## src/rtl/dmem_arbiter.sv

```systemverilog
// dmem_arbiter: shares the data memory port between the pipeline and a host port with bounded host starvation
module dmem_arbiter #(
  parameter int MAX_STARVE = 4,
  parameter int WIDTH = 32
) (
  input  logic             clk,
  input  logic             nrst,
  input  logic             cpu_load,
  input  logic             cpu_store,
  input  logic [1:0]       cpu_size,
  input  logic             cpu_sign_extend,
  input  logic [WIDTH-1:0] cpu_address,
  input  logic [WIDTH-1:0] cpu_wdata,
  output logic [WIDTH-1:0] cpu_rdata,
  output logic             cpu_stall,
  input  logic             host_valid,
  input  logic             host_write,
  input  logic [1:0]       host_size,
  input  logic [WIDTH-1:0] host_address,
  input  logic [WIDTH-1:0] host_wdata,
  output logic             host_ready,
  output logic             host_rvalid,
  output logic [WIDTH-1:0] host_rdata,
  output logic             mem_load,
  output logic             mem_store,
  output logic [1:0]       mem_size,
  output logic             mem_sign_extend,
  output logic [WIDTH-1:0] mem_address,
  output logic [WIDTH-1:0] mem_wdata,
  input  logic [WIDTH-1:0] mem_read_data
);
  logic [3:0] starve_q, starve_d;
  logic cpu_req, grant_host, grant_cpu;
  logic host_rvalid_d;
  logic [WIDTH-1:0] host_rdata_d;
  // grant decision and memory port mux
  always_comb begin
    cpu_req = cpu_load | cpu_store;
    grant_host = host_valid & (!cpu_req | starve_q == 4'(MAX_STARVE));
    grant_cpu = cpu_req & !grant_host;
    host_ready = grant_host;
    cpu_stall = cpu_req & grant_host;
    cpu_rdata = mem_read_data;
    mem_load = grant_host ? !host_write : grant_cpu & cpu_load;
    mem_store = grant_host ? host_write : grant_cpu & cpu_store;
    mem_size = grant_host ? host_size : cpu_size;
    mem_sign_extend = grant_host ? 1'b0 : cpu_sign_extend;
    mem_address = grant_host ? host_address : cpu_address;
    mem_wdata = grant_host ? host_wdata : cpu_wdata;
    starve_d = (grant_host | !host_valid) ? 4'd0 : starve_q + 4'd1;
    host_rvalid_d = grant_host & !host_write;
    host_rdata_d = host_rvalid_d ? mem_read_data : host_rdata;
  end
  // starvation counter and registered host load response
  always_ff @(posedge clk or negedge nrst) begin
    if (!nrst) begin
      starve_q <= 4'd0;
      host_rvalid <= 1'b0;
      host_rdata <= '0;
    end else begin
      starve_q <= starve_d;
      host_rvalid <= host_rvalid_d;
      host_rdata <= host_rdata_d;
    end
  end
endmodule

```

## config.mk

```make
export PLATFORM = sky130hd
export DESIGN_NAME = dmem_arbiter
export DESIGN_NICKNAME = d
export VERILOG_FILES = /design/src/rtl/dmem_arbiter.sv
export SDC_FILE = /design/constraint.sdc
export NUM_CORES = 1
export LEC_CHECK = 0
export CORE_AREA = 8 8 113 115
export CTS_BUF_LIST = sky130_fd_sc_hd__clkbuf_16
export CTS_CLUSTER_DIAMETER = 120
export CTS_CLUSTER_SIZE = 30
export DETAILED_ROUTE_END_ITERATION = 8
export DIE_AREA = 0 0 121 123
export PLACE_DENSITY = 0.85
export SLEW_MARGIN = 25
export SYNTH_ARGS = -nofsm -noshare
export SYNTH_HDL_FRONTEND = slang
export SYNTH_SLANG_ARGS = --single-unit
```

## constraint.sdc

```tcl
create_clock -name clk -period 2.3 [get_ports clk]
set_input_delay 0.46 -clock clk [delete_from_list [all_inputs] [get_ports clk]]
set_output_delay 0.46 -clock clk [all_outputs]
set_load 0.03 [all_outputs]
```

==> flow_summary.json <==
{
  "tightest_slew_ns": 0.8264,
  "seq_area_um2": 925.9,
  "ys_seq_area_share_pct": 34.74,
  "postSynthCellCount": 201,
  "synth_edf_count": 0,
  "yosys.area.top_type": "dfrtp_1",
  "syn_avg_cell_area_um2": 13.26,
  "syn-num-nets": 374,
  "synth_top_area_share_pct": 34.74,
  "coreArea_um2": 11080,
  "antenna_found_initial": 0,
  "postLayoutCoreUtil_pct": 59.00,
  "drc": 0,
  "clk_pin_slew_ns": 0.06,
  "rsz0062_at_grt": "yes",
  "worstPathCellList": "inv_1 -> ha_2 -> and3b_4 -> o21ai_4 -> buf_6 -> buf_16 -> buf_6 -> buf_6 -> mux2_4 -> buf_6",
  "synth.area.top_cells": "dfrtp_1 35%, mux2_2 30%, mux2_4 16%",
  "route.layer.met1.wl_um": 5870,
  "synthFlopType": "dfrtp_1",
  "rrSetupSlack_ns": 0.43,
  "slowest_delay_ns": 0.35,
  "fp.dieW_um": 121,
  "final_antenna_net_count": 0,
  "grt_overflow": 0,
  "grt_pass1_wl_um": 21390,
  "yosysMostFrequentCell": "mux2_2",
  "start_util_pct": 24.06,
  "fmax_mhz": 388.9,
  "ys_ff_latch": 37,
  "io_buffers": 306,
  "slew-limit-headroom_pct": 44.91,
  "grt_max_degree": 38,
  "die_height_um": 123,
  "hold_violations": 0,
  "cts_buffers": 5,
  "cts-htree-levels": 2,
  "status": "finished, violations left",
  "dp.cells": 620,
  "cp.arrival_ns": 2.11,
  "wl_met2_um": 8150,
  "grt_pass1_vias": 3263,
  "cts_tree": "built",
  "drtIter0Drc": 139,
  "critPathTopFamily": "buffers and inverters",
  "track_usage_pct": 19.25,
  "crit_type": "register to output pin",
  "pin_count": 307,
  "fin_cells": 656,
  "async_flop_share_pct": 100.0,
  "crit_required_ns": 1.84,
  "area_delta_synth_final_pct": 145.2,
  "rows": 39,
  "multi_input_area_um2": 1554,
  "clkLatencyLatePin_ns": 0.28,
  "timing.critical_path.mode_cell": "buf_6",
  "fillCellCount": 859,
  "wl_um": 16540,
  "dp_hpwl_um": 12190,
  "gp_congestion": 0.8929,
  "crit_buf_inv": 6,
  "failed_checks": "negative setup slack",
  "power_density_nw_per_um2": 557.8,
  "setup.worst_path.end_class": "output pin",
  "leakagePower_uw": 0.003000,
  "finalSetupTns_ns": -15.02,
  "critPathSlowestCell": "dfrtp_1",
  "cts_sinks": 37,
  "vdd_drop_max_uv": 407.6,
  "dp_slack_ns": -0.5770,
  "fin_worst_skew_ns": 0.003060,
  "clock-root-buffer": "clkbuf_16",
  "synth_cell_type_count": 18,
  "design.die.area_um2": 14880,
  "vias": 2885,
  "layout-drive-gt1-share_pct": 44.44,
  "setup_viol": 68,
  "drv_slew": 0,
  "setup.worst_path.start_class": "register",
  "wl_met3_um": 1872,
  "yosysWarnings": 0,
  "top_layer": "met4",
  "final_nets": 685,
  "cap_viol_max_count": 0,
  "num_antenna_cells": 0,
  "wl_per_cell_um": 25.21,
  "critPathMaxFanout": 5,
  "setup_slack_ns": -0.2713,
  "period_share_pct": 111.8,
  "yosys-top-cells-count": "71 x mux2_2, 38 x buf_4, 37 x dfrtp_1, 29 x mux2_4, 6 x nor2_1",
  "holdWs_ns": 0.2830,
  "fin_crit_ns": 2.571,
  "first_pass_iters": 4,
  "hp-class": "input port to asynchronous set/reset pin",
  "via_per_inst": 4.398,
  "clockBufferDepth": 2,
  "synth_area_um2": 2665
}
logic make-up after synthesis:
logic type / Yosys count / share of synthesized area, %
muxes: 100 / 46.34
xor gates and xnor gates: 2 / 0.6574
buffers and inverters: 48 / 14.27
adders and majority gates: 2 / 0.9388
DFF: 37 / 34.74
AOI/OAI and AO/OA: 2 / 0.9861
and+or+nand+nor: 10 / 2.066
registers in the layout, indices dropped and copies added (netlist names):
name,cells
host_rdata,32
starve_q,4
host_rvalid,1
worst register-to-register path: cells and delay by family, from the launching register on:
kind | cells | cell delay (ns)
AO/OA/AOI/OAI | 1 | 0.20
adder cells (fa/ha/maj) | 1 | 0.15
buffers and inverters | 3 | 0.41
flip-flops | 1 | 0.38
multiplexers | 1 | 0.40
AND/OR/NAND/NOR | 1 | 0.21
power breakdown:
part / switching [µW] / total [µW] / internal (µW) / leakage [µW]
Sequential: 82.5 / 875 / 793 / 0.000451
Clock: 265 / 774 / 509 / 0.0000852
Combinational: 928 / 2000 / 1070 / 0.00246
layout by cell type (no fill, tap or decap), drive strengths merged, types with 2 or more instances in the layout:
cell type      count
nor2               6
inv                6
clkdlybuf4s50    232
buf              110
dfrtp             37
clkbuf             8
dlygate4sd2        2
ha                 2
mux2             100
repair_timing:
action	4_1_cts	5_1_grt
gates resized for setup	228	85
gates cloned	3	4
pin swaps	2	0
endpoints found under the setup margin	71	71
hold buffers	0	0
buffers inserted	17	5
per-stage QoR:
stage,cell area (µm²),power (µW)
2_1_floorplan,2665,1801
4_1_cts,6177,3596
6_report,6535,3645
3_3_place_gp,5550,2655
3_5_place_dp,5550,2682
5_1_grt,6535,3786
routing by layer:
metal,vias up,track usage [%]
li1,1299,-
met2,186,34.27
met3,29,7.900
met5,-,0
met4,0,5.699
met1,1371,20.51
final timing paths:
check	startpoint	end	depth (start not counted)
worst max-delay path	starve_q[1]	mem_address[7]	10
max in group asynchronous	nrst	starve_q[1]	1
worst min-delay path	nrst	host_rdata[18]	1
worst max register to register	starve_q[1]	host_rdata[7]	7
worst min register to register	host_rdata[6]	host_rdata[6]	1
min in group clk	host_rdata[6]	host_rdata[6]	1
cell type report:
class / count / area share [%]
tap: 143 / 2.738
sequential: 37 / 14.17
clock buffer: 5 / 1.915
clock inverter: 3 / 0.6510
timing repair buffer: 347 / 56.46
multi-input combinational: 116 / 23.78
inverter: 5 / 0.2872
(Power assumes the default switching activity.)
